===== src/rtl/spi_temp_resp.sv =====
// SPI mode-3 register responder for a temperature sensor; optional address auto-increment via SPI_TEMP_RESP_AUTOINC_EN.
// Latency: sck/cs/mosi edges act 3 clk after the pin changes (2-FF sync + edge detect); cfg_wr pulses 1 clk after the commit edge.
// Backpressure: none; the SPI controller paces the transfer, sck must not exceed clk/8.
module spi_temp_resp #(
  parameter logic [7:0] DEVICE_ID = 8'hA5,
  parameter logic [7:0] CFG_RST   = 8'h00
) (
  input  logic        clk,
  input  logic        rst_n,
  input  logic        sck,
  input  logic        cs,
  input  logic        mosi,
  output logic        miso,
  input  logic [15:0] temp_data,
  output logic [7:0]  cfg_reg,
  output logic        cfg_wr,
  output logic        busy
);

  localparam logic [1:0] IDLE = 2'd0;
  localparam logic [1:0] CMD  = 2'd1;
  localparam logic [1:0] RD   = 2'd2;
  localparam logic [1:0] WR   = 2'd3;

  logic       sck_meta, sck_sync, sck_prev;
  logic       cs_meta, cs_sync, cs_prev;
  logic       mosi_meta, mosi_sync;
  logic [1:0] sync_fill;
  logic       armed;

  logic [1:0]  state;
  logic [2:0]  bit_cnt;
  logic [6:0]  addr;
  logic [6:0]  next_addr;
  logic [6:0]  rx_sh;
  logic [6:0]  tx_sh;
  logic [15:0] snap;
  logic [7:0]  rx_byte;
  logic [7:0]  rd_byte;
  logic        sck_rise, sck_fall, cs_fall, cs_rise, last_bit;

  // The synchronizers reset to idle levels, so a cs held low through reset would
  // look like a falling edge; armed only opens once a genuine high cs has been seen.
  always_ff @(posedge clk or negedge rst_n) begin
    if (!rst_n) begin
      sck_meta  <= 1'b1;
      sck_sync  <= 1'b1;
      sck_prev  <= 1'b1;
      cs_meta   <= 1'b1;
      cs_sync   <= 1'b1;
      cs_prev   <= 1'b1;
      mosi_meta <= 1'b0;
      mosi_sync <= 1'b0;
      sync_fill <= 2'b00;
      armed     <= 1'b0;
    end else begin
      sck_meta  <= sck;
      sck_sync  <= sck_meta;
      sck_prev  <= sck_sync;
      cs_meta   <= cs;
      cs_sync   <= cs_meta;
      cs_prev   <= cs_sync;
      mosi_meta <= mosi;
      mosi_sync <= mosi_meta;
      sync_fill <= {sync_fill[0], 1'b1};
      armed     <= armed | (sync_fill[1] & cs_sync);
    end
  end

  assign sck_rise = sck_sync & ~sck_prev;
  assign sck_fall = ~sck_sync & sck_prev;
  assign cs_fall  = armed & cs_prev & ~cs_sync;
  assign cs_rise  = cs_sync & ~cs_prev;
  assign last_bit = (bit_cnt == 3'd0);
  assign rx_byte  = {rx_sh, mosi_sync};

`ifdef SPI_TEMP_RESP_AUTOINC_EN
  assign next_addr = addr + 7'd1;
`else
  assign next_addr = addr;
`endif

  always_comb begin
    rd_byte = 8'h00;
    case (addr)
      7'h00:   rd_byte = snap[15:8];
      7'h01:   rd_byte = snap[7:0];
      7'h02:   rd_byte = cfg_reg;
      7'h03:   rd_byte = DEVICE_ID;
      default: rd_byte = 8'h00;
    endcase
  end

  always_ff @(posedge clk or negedge rst_n) begin
    if (!rst_n) begin
      state   <= IDLE;
      miso    <= 1'b0;
      cfg_reg <= CFG_RST;
      cfg_wr  <= 1'b0;
      busy    <= 1'b0;
      snap    <= 16'h0000;
      bit_cnt <= 3'd7;
      addr    <= 7'h00;
      rx_sh   <= 7'h00;
      tx_sh   <= 7'h00;
    end else begin
      cfg_wr <= 1'b0;
      if (cs_rise) begin
        state <= IDLE;
        busy  <= 1'b0;
        miso  <= 1'b0;
      end else begin
        case (state)
          IDLE: begin
            if (cs_fall) begin
              state   <= CMD;
              busy    <= 1'b1;
              snap    <= temp_data;
              bit_cnt <= 3'd7;
            end
          end
          CMD: begin
            if (sck_rise) begin
              rx_sh   <= rx_byte[6:0];
              bit_cnt <= bit_cnt - 3'd1;
              if (last_bit) begin
                addr  <= rx_byte[6:0];
                state <= rx_byte[7] ? RD : WR;
              end
            end
          end
          RD: begin
            // bit_cnt sits at 7 only on the falling edge that opens a new byte
            if (sck_fall) begin
              if (bit_cnt == 3'd7) {miso, tx_sh} <= rd_byte;
              else                 {miso, tx_sh} <= {tx_sh, 1'b0};
            end
            if (sck_rise) begin
              bit_cnt <= bit_cnt - 3'd1;
              if (last_bit) addr <= next_addr;
            end
          end
          WR: begin
            if (sck_rise) begin
              rx_sh   <= rx_byte[6:0];
              bit_cnt <= bit_cnt - 3'd1;
              if (last_bit) begin
                if (addr == 7'h02) begin
                  cfg_reg <= rx_byte;
                  cfg_wr  <= 1'b1;
                end
                addr <= next_addr;
              end
            end
          end
          default: state <= IDLE;
        endcase
      end
    end
  end

endmodule


===== config.mk =====
export PLATFORM = sky130hd
export DESIGN_NAME = spi_temp_resp
export DESIGN_NICKNAME = d
export VERILOG_FILES = /design/src/rtl/spi_temp_resp.sv
export SDC_FILE = /design/constraint.sdc
export NUM_CORES = 1
export LEC_CHECK = 0
export CORE_AREA = 2 2 74 76
export CTS_CLUSTER_DIAMETER = 200
export DETAILED_ROUTE_END_ITERATION = 16
export DIE_AREA = 0 0 76 78
export HOLD_SLACK_MARGIN = 0.03
export PLACE_DENSITY = 0.72
export SYNTH_ARGS = -nofsm -noshare
export SYNTH_HDL_FRONTEND = slang
export SYNTH_SLANG_ARGS = --single-unit

===== constraint.sdc =====
create_clock -name clk -period 2.3 [get_ports clk]
set_clock_uncertainty 0.2 [all_clocks]
set_input_delay 0.46 -clock clk [delete_from_list [all_inputs] [get_ports clk]]
set_output_delay 0.46 -clock clk [all_outputs]
set_load 0.02 [all_outputs]

# After elaboration in Yosys (flattened, before gate mapping)

Index checks and enable logic that the tools add are counted.

Register bits: 64
Input port bits: 21
Output and inout port bits: 11
Logic and storage cells: 87

Add/sub/neg operators: 1
Equality and inequality tests: 12
Muxes and demuxes: 23
Bitwise gates (word level): 12
Reduce and logical (&&, ||, !) cells: 19

Operators with widths:

| operator                                                               | number |
|---|---|
| 8-bit case mux with 4 select lines                                     | 1 |
| 7-bit by 2-bit equality test with 1-bit output (second input constant) | 2 |
| 1-bit 2-to-1 mux                                                       | 13 |
| 3-bit AND reduction                                                    | 4 |
| 3-bit != test (second input constant)                                  | 3 |
| 2-bit 2-to-1 mux                                                       | 4 |
| 4-bit AND reduction                                                    | 2 |
| 2-bit nonzero test                                                     | 4 |
| 7-bit by 1-bit equality test with 1-bit output (second input constant) | 1 |
| 7-bit logical NOT                                                      | 1 |
| 7-bit 2-to-1 mux                                                       | 1 |
| 1-bit bitwise AND                                                      | 6 |
| 3-bit 2-to-1 mux                                                       | 2 |
| 3-bit case mux with 2 select lines                                     | 1 |
| 1-bit inverter                                                         | 5 |
| 5-bit AND reduction                                                    | 1 |
| 2-bit equality test (second input constant)                            | 2 |
| 2-bit case mux with 2 select lines                                     | 1 |
| 2-bit AND reduction                                                    | 2 |
| 3-bit equality test (second input constant)                            | 1 |
| 3-bit logical NOT                                                      | 1 |
| 3-bit nonzero test                                                     | 1 |
| 3-bit OR reduction                                                     | 1 |
| 3-bit by 1-bit subtractor with 3-bit output (second input constant)    | 1 |
| 6 further kinds                                                        | 6 |

# Depth between registers and ports, before layout

Gate-level depths: netlist (run 1).

Depth after elaboration: 6
Gate-level depth with buffers: 6
Depth with buffers taken out: 5

# Worst setup path after synthesis (run 1)

Ideal clock, no wire load.

Path type: register to register
From: register cs_prev
To: register cfg_reg[0]
Library setup time: 0.125 ns
Arrival: 1.680 ns
Required time: 1.975 ns
Setup slack: 0.295 ns
Cell stages (with the launch flop): 7
Path buffers: 2
Clock period less this slack: 2.005 ns
Path through: dfstp_2 > nand2b_1 > and3_1 > buf_2 > and4_4 > buf_12 > mux2_4

Word-level cells in the longest chain between the ends: 4

RTL lines:

| what                                 | RTL line | text |
|---|---|---|
| start: declaration                   | 26       | `logic cs_meta, cs_sync, cs_prev;` |
| start signal: assignment             | 62       | `cs_prev <= cs_sync;` |
| 1-bit inverter                       | 73       | `assign cs_rise = cs_sync & ~cs_prev;` |
| 1-bit bitwise AND                    | 73       |  |
| 1-bit inverter (no source line)      | --       |  |
| 5-bit AND reduction (no source line) | --       |  |
| end signal: assignment               | 149      | `cfg_reg <= rx_byte;` |
| end: declaration                     | 15       | `output logic [7:0] cfg_reg,` |

No other way between the ends.
A chain may end at the register's enable or synchronous reset.

# Worst setup path in the final report (run 1)

From: register addr[2]
To: register cfg_reg[7]

Word-level cells in the longest chain between the ends: 2

RTL lines:

| what                                           | RTL line | text |
|---|---|---|
| start: declaration                             | 33       | `logic [6:0] addr;` |
| start signal: assignment                       | 127      | `addr <= rx_byte[6:0];` |
| start signal: assignment                       | 140      | `if (last_bit) addr <= next_addr;` |
| start signal: assignment                       | 152      | `addr <= next_addr;` |
| 7-bit by 2-bit equality test with 1-bit output | 148      | `if (addr == 7'h02) begin` |
| 5-bit AND reduction (no source line)           | --       |  |

No other way between the ends.

==> metrics.md, run 1 <==
| Metric | Value |
|---|---|
| Outcome | finished clean |
| Hold Crit Start | mosi_meta |
| Cell Count Post-Placement | roughly 300 |
| Crit. path cell count | 4 |
| 1st-iter DRT viols | roughly 120 |
| Lkg Pwr | between 0.001 and 0.0015 µW |
| Register area share after synthesis | 59.3% |
| Synth Area per Inst | around 14 µm² |
| CTS tree | done |
| Final nets | between 200 and 300 |
| Final WS setup | between 200 and 250 ps |
| Io pins | 32 |
| Fin. Hold Viols | 0 |
| Pre-CTS setup slack | about 250 ps |
| Area grow syn2layout | 22.2% |
| Metal-1 WL | roughly 2.4 mm |
| Worst reg-to-reg path cell count | 4 |
| First-pass DRT Iterations | 4 |
| EDFF count, synth | 0 |
| Hold Path Class | register to register |
| Startpoint Class | register |
| Syn Std Cell Area | 0.00272 mm² |
| Hold depth | 0 |
| Final Power | between 3000 and 4000 µW |
| H-tree depth | 3 |
| Most frequent cells after synthesis | dfrtp_1 (55), mux2_2 (32), dfstp_2 (9), nand2_1 (9), mux2_4 (8) |
| Synth warn | 0 |
| Met3 Wirelength | approximately 190 µm |
| Clock root cell | clkbuf_8 |
| Initial antenna violation count | 0 |
| Critical Path RT | around 2300 ps |
| Critical path origin | addr[2] |
| Distinct cells, synth | 40 |
| Port-buffer cells | 31 |
| Gp weighted congestion | between 0.7 and 0.8 |
| Dominant synthesized flop cell | dfrtp_1 |
| FF+latch count, synth | 64 |
| Die area | 0.00593 mm² |
| Worst-case clock buffer depth | 2 |
| Post_cts resized | 0 |
| Max Cap Violations | 0 |
| Area leader, netlist | dfrtp_1 |
| Slowest CP cell | or4_4 |
| CP max FO | 9 |
| Routed wire per std cell | ~17 µm |
| Cell area after placement | around 0.0031 mm² |
| Fin crit share | between 80 and 90% |
| Gr usage total | 19.5% |
| ANT nets after route | 0 |
| Inserted Diodes | 0 |
| Critical Path Sink Type | register |
| Cell Rows | 26 |
| DR vias | 1,701 |
| Clock latency on the worst-skew pair | 340 ps |
| CP peak stage delay | 580 ps |
| Final Instance Area | ~0.0033 mm² |
| Peak supply drop | 0.621 mV |
| Synth top area share | roughly 51% |
| Largest net degree at the start of global routing | 65 |
| Synthesized Nets | 221 |
| Count leader, synth | dfrtp_1 |
| Final HPWL from detailed placement | approximately 3.5 mm |
| Cell Count, Final, Fillers Out | 312 |
| Setup tns final | 0 ps |
| Fin. max-slew vios | 0 |
| Die height | 78 µm |
| Delay-heaviest family, CP | simple AND/OR/NAND/NOR gates |
| Core area | slightly above 0.005 mm² |
| Drc violations | 0 |
| Max Used Layer | met4 |
| Grt total ovfl | 0 |
| Fmax | 484 MHz |
| Initial Utilization | a little over half |
| First-pass GRT wire length | ~8.9 mm |
| Buf/Inv on CP | 0 |
| Crit path kind | register to register |
| Total wire length | 5.16 mm |
| Top cells by area, synth | dfrtp_1 (51%), mux2_2 (13%), dfstp_2 (8.7%) |
| Critical path cell sequence | or4_4 -> nor2_2 -> and4_4 -> mux2_4 |
| Worst Path Arrival | between 2000 and 2500 ps |
| Async S/R FF share, synth | between 90% and 100% |
| Fraction of layout instances using a drive strength above 1 | a little under a third |
| Synth Instances | 197 |
| Drt via density | ~5.5 |
| CTS Buf Count | 9 |
| Clk sink count | 64 |
| Critical R2R Launch | addr[2] |
| Number of global-route vias before repair | ~1,800 |
| Met2 WL | 2.47 mm |
| Setup violators final | 0 |
| RSZ-0062 raised after global routing | false |
| Pwr dens | 1090 mW/mm² |
| Tmin final | around 2100 ps |
| Die W | between 70 and 80 µm |
| Clk slew on worst S/H paths | 70 ps |
| Max reg flops | 16 |
-- power by group --
part | total, µW | switching [µW] | internal [µW]
clock | 938 | 408 | 530
sequential | 1730 | 252 | 1480
combinational | 947 | 451 | 497
-- timing repair --
item	4_1_cts	5_1_grt
buffers inserted	0	0
endpoints found under the setup margin	0	0
hold endpoints to repair	55	0
hold buffers	1	0
-- metrics by stage --
stage | utilization [%] | hold slack [ps]
detailed placement | 61.9 | 136
CTS | 65.9 | 151
global route | 65.9 | 159
floorplan | - | -35.6
finish | 65.9 | 149
global placement | 61.9 | 133
-- final timing paths --
check,to,slack [ps]
max,cfg_reg[7],230
min reg2reg,mosi_sync,150
min,mosi_sync,150
max reg2reg,cfg_reg[7],230
max in group asynchronous,sck_prev,1110
min in group asynchronous,armed,470
-- per-layer routing --
metal	vias up	GRT usage, %
met5	-	0
met4	0	8.18
met3	10	6.05
met2	41	31.2
met1	860	24.8
li1	790	-
-- layout by cell type (no fill, tap or decap), drive strengths merged, types with 6 or more instances in the layout --
| master | count |
|---|---|
| buf | 7 |
| mux2i | 7 |
| a21oi | 6 |
| clkbuf | 13 |
| clkdlybuf4s50 | 30 |
| nand2 | 9 |
| o21ai | 7 |
| dfstp | 9 |
| mux2 | 40 |
| dfrtp | 55 |
| nor2 | 7 |
-- layout make-up --
cell class | count | area (µm²)
Clock buffer | 13 | 149
Multi-Input combinational cell | 120 | 1040
Inverter | 4 | 15.0
Clock inverter | 3 | 42.5
Sequential cell | 64 | 1610
Fill cell | 394 | 1720
Timing Repair Buffer | 38 | 373
Tap cell | 70 | 87.6
-- cell families (layout without fill, tap and decap cells) --
family,count (synthesis),in the layout,share of synthesized area (%)
muxes,47,47,20.2
and+or+nand+nor,36,36,8.19
other,1,1,0.138
DFF,64,64,59.3
buffers and inverters,13,58,2.62
adders and majority gates,3,3,1.38
xor gates and xnor gates,1,1,0.322
AOI/OAI and AO/OA,32,32,7.82
Note: power is estimated with default switching activity, not from simulation.
==> run 2, diff against run 1 <==
- SETUP_SLACK_MARGIN: not set -> 0.15
==> metrics.md, run 2 (same netlist as run 1, synthesis figures left out) <==
| Metric | Value |
|---|---|
| Outcome | finished clean |
| Fin. max-slew vios | 0 (unchanged) |
| First-pass GRT wire length | 8.89 mm (unchanged) |
| Peak supply drop | 0.617 mV (-0.67%) |
| Routed wire per std cell | 16.6 µm (+0.31%) |
| Setup violators final | 0 (unchanged) |
| Critical R2R Launch | addr[2] |
| Clock latency on the worst-skew pair | 340 ps (about the same) |
| Critical path cell sequence | or4_4 -> nor2_2 -> and4_4 -> mux2_4 |
| Largest net degree at the start of global routing | 65 (unchanged) |
| Cell area after placement | 0.00312 mm² (unchanged) |
| Fraction of layout instances using a drive strength above 1 | 31.0% (+0.41 points) |
| Most common cell after layout, fill and taps aside | dfrtp_1 |
| Clock root cell | clkbuf_8 |
| DR vias | 1,707 (+0.35%) |
| Fmax | 483 MHz (-0.12%) |
| 1st-iter DRT viols | 118 (-3.3%) |
| Cell Count, Final, Fillers Out | 312 (unchanged) |
| Grt total ovfl | 0 (unchanged) |
| Met3 Wirelength | 242 µm (+25%) |
| Worst reg-to-reg path cell count | 4 (unchanged) |
| Hold depth | 0 (unchanged) |
| Lkg Pwr | 0.00144 µW (about the same) |
| Fin crit share | 90.0% (+0.11 points) |
| Die W | 76 µm (unchanged) |
| R2R Setup Slk | 230 ps (about the same) |
| Initial Utilization | 53.9% (unchanged) |
| Cell Rows | 26 (unchanged) |
| Hold Path Class | register to register |
| RSZ-0062 raised after global routing | false |
| Gp weighted congestion | 0.772 (unchanged) |
| Cell Count Post-Placement | 295 (unchanged) |
| # Post-CTS Setup Buffers | 0 (unchanged) |
| Io pins | 32 (unchanged) |
| CTS Buf Count | 9 (unchanged) |
| Final HPWL from detailed placement | 3.48 mm (unchanged) |
| Fillcell total | 394 (unchanged) |
| Die area | 0.00593 mm² (unchanged) |
| CTS tree | done |
| First-pass DRT Iterations | 4 (unchanged) |
| Max-Slew Margin vs Limit | roughly 66% |
| Hold Crit Start | mosi_meta |
| Fin. Hold Viols | 0 (unchanged) |
| Drt via density | 5.47 (+0.35%) |
| Area grow syn2layout | 22.4% |
| Total wire length | 5.18 mm (+0.31%) |
| Worst-case clock buffer depth | 2 (unchanged) |
| Most frequent cells in the layout | dfrtp_1 (55), mux2_2 (32), clkdlybuf4s50_1 (30) |
| Worst Max-Slew Pin Slew | 502 ps |
| Met2 WL | 2.48 mm (+0.45%) |
| Drc violations | 0 (unchanged) |
| Core area | 0.00504 mm² (unchanged) |
| Slowest CP cell | or4_4 |
| Final nets | 261 (unchanged) |
| Port-buffer cells | 31 (unchanged) |
| CP peak stage delay | 580 ps (about the same) |
| Inserted Diodes | 0 (unchanged) |
| Startpoint Class | register |
| Final Instance Area | 0.00333 mm² (+0.15%) |
| Max Cap Violations | 0 (unchanged) |
| Max Used Layer | met4 |
| Crit path kind | register to register |
| Critical Path Sink Type | register |
| Critical Path RT | 2320 ps (about the same) |
| Max reg flops | 16 (unchanged) |
| Clk sink count | 64 (unchanged) |
| Hold Crit Endpoint | mosi_sync |
| H-tree depth | 3 (unchanged) |
| Metal-1 WL | 2.36 mm (-2.0%) |
| Initial antenna violation count | 0 (unchanged) |
| Pwr dens | 1090 mW/mm² (about the same) |
| Die height | 78 µm (unchanged) |
| Worst Path Arrival | 2090 ps (about the same) |
| Tmin final | 2070 ps (+2.45 ps) |
| CP max FO | 9 (unchanged) |
| Setup tns final | 0 ps (unchanged) |
| Gr usage total | 19.5% (unchanged) |
| ANT nets after route | 0 (unchanged) |
| Number of global-route vias before repair | 1,836 (unchanged) |
| Worst R2R End | cfg_reg[7] |
| Clk slew on worst S/H paths | 70 ps (about the same) |
[run 2: cell counts in the layout (fill, tap and decap cells not counted)]
No cell type changed its count.
[run 2: routing by layer]
metal / up-vias / GRT usage [%]
met5: - / 0
met4: 0 / 8.18
met3: 10 / 6.05
met2: 44 / 31.2
met1: 864 / 24.8
li1: 789 / -
[run 2: how the worst max path moves through the flow]
stage	from	to	slack, ps	depth (start not counted)
floorplan	cs_prev	cfg_reg[0]	290	6
global placement	addr[2]	cfg_reg[3]	280	4
detailed placement	addr[2]	cfg_reg[7]	250	4
CTS	addr[2]	cfg_reg[7]	230	4
global route	bit_cnt[0]	addr[4]	150	5
finish	addr[2]	cfg_reg[7]	230	4
[run 2: critical path, delay by kind of cell (launching register included)]
| kind | cells | cell delay [ps] |
|---|---|---|
| DFF | 1 | 390 |
| muxes | 1 | 320 |
| and+or+nand+nor | 3 | 1040 |
[run 2: what timing repair did]
item,CTS,global route
hold buffers,1,0
endpoints found under the hold margin,55,0
resized for setup,0,1
setup endpoints to repair,0,7
[run 2: power breakdown]
group,internal [µW],switching [µW],total [µW]
Combinational,497,452,949
Clock,530,410,940
Sequential,1480,255,1730
[run 2: final cells by class]
type | count | area [µm²] | area share (%)
clock inverter | 3 | 42.5 | 1.28
inverter | 4 | 15.0 | 0.451
timing repair buffer | 38 | 373 | 11.2
tap | 70 | 87.6 | 2.63
clock buffer | 13 | 149 | 4.47
sequential | 64 | 1610 | 48.4
multi-input combinational | 120 | 1050 | 31.5
[run 2: metrics by stage]
step	hold slack (ps)	setup WS [ps]	total power [µW]	utilization, %
after floorplan	-35.6	295	2370	-
after global placement	133	275	2650	61.9
after detailed placement	136	248	2700	61.9
after CTS	151	227	3640	65.9
after global routing	159	150	3850	66.0
final	150	230	3620	66.0
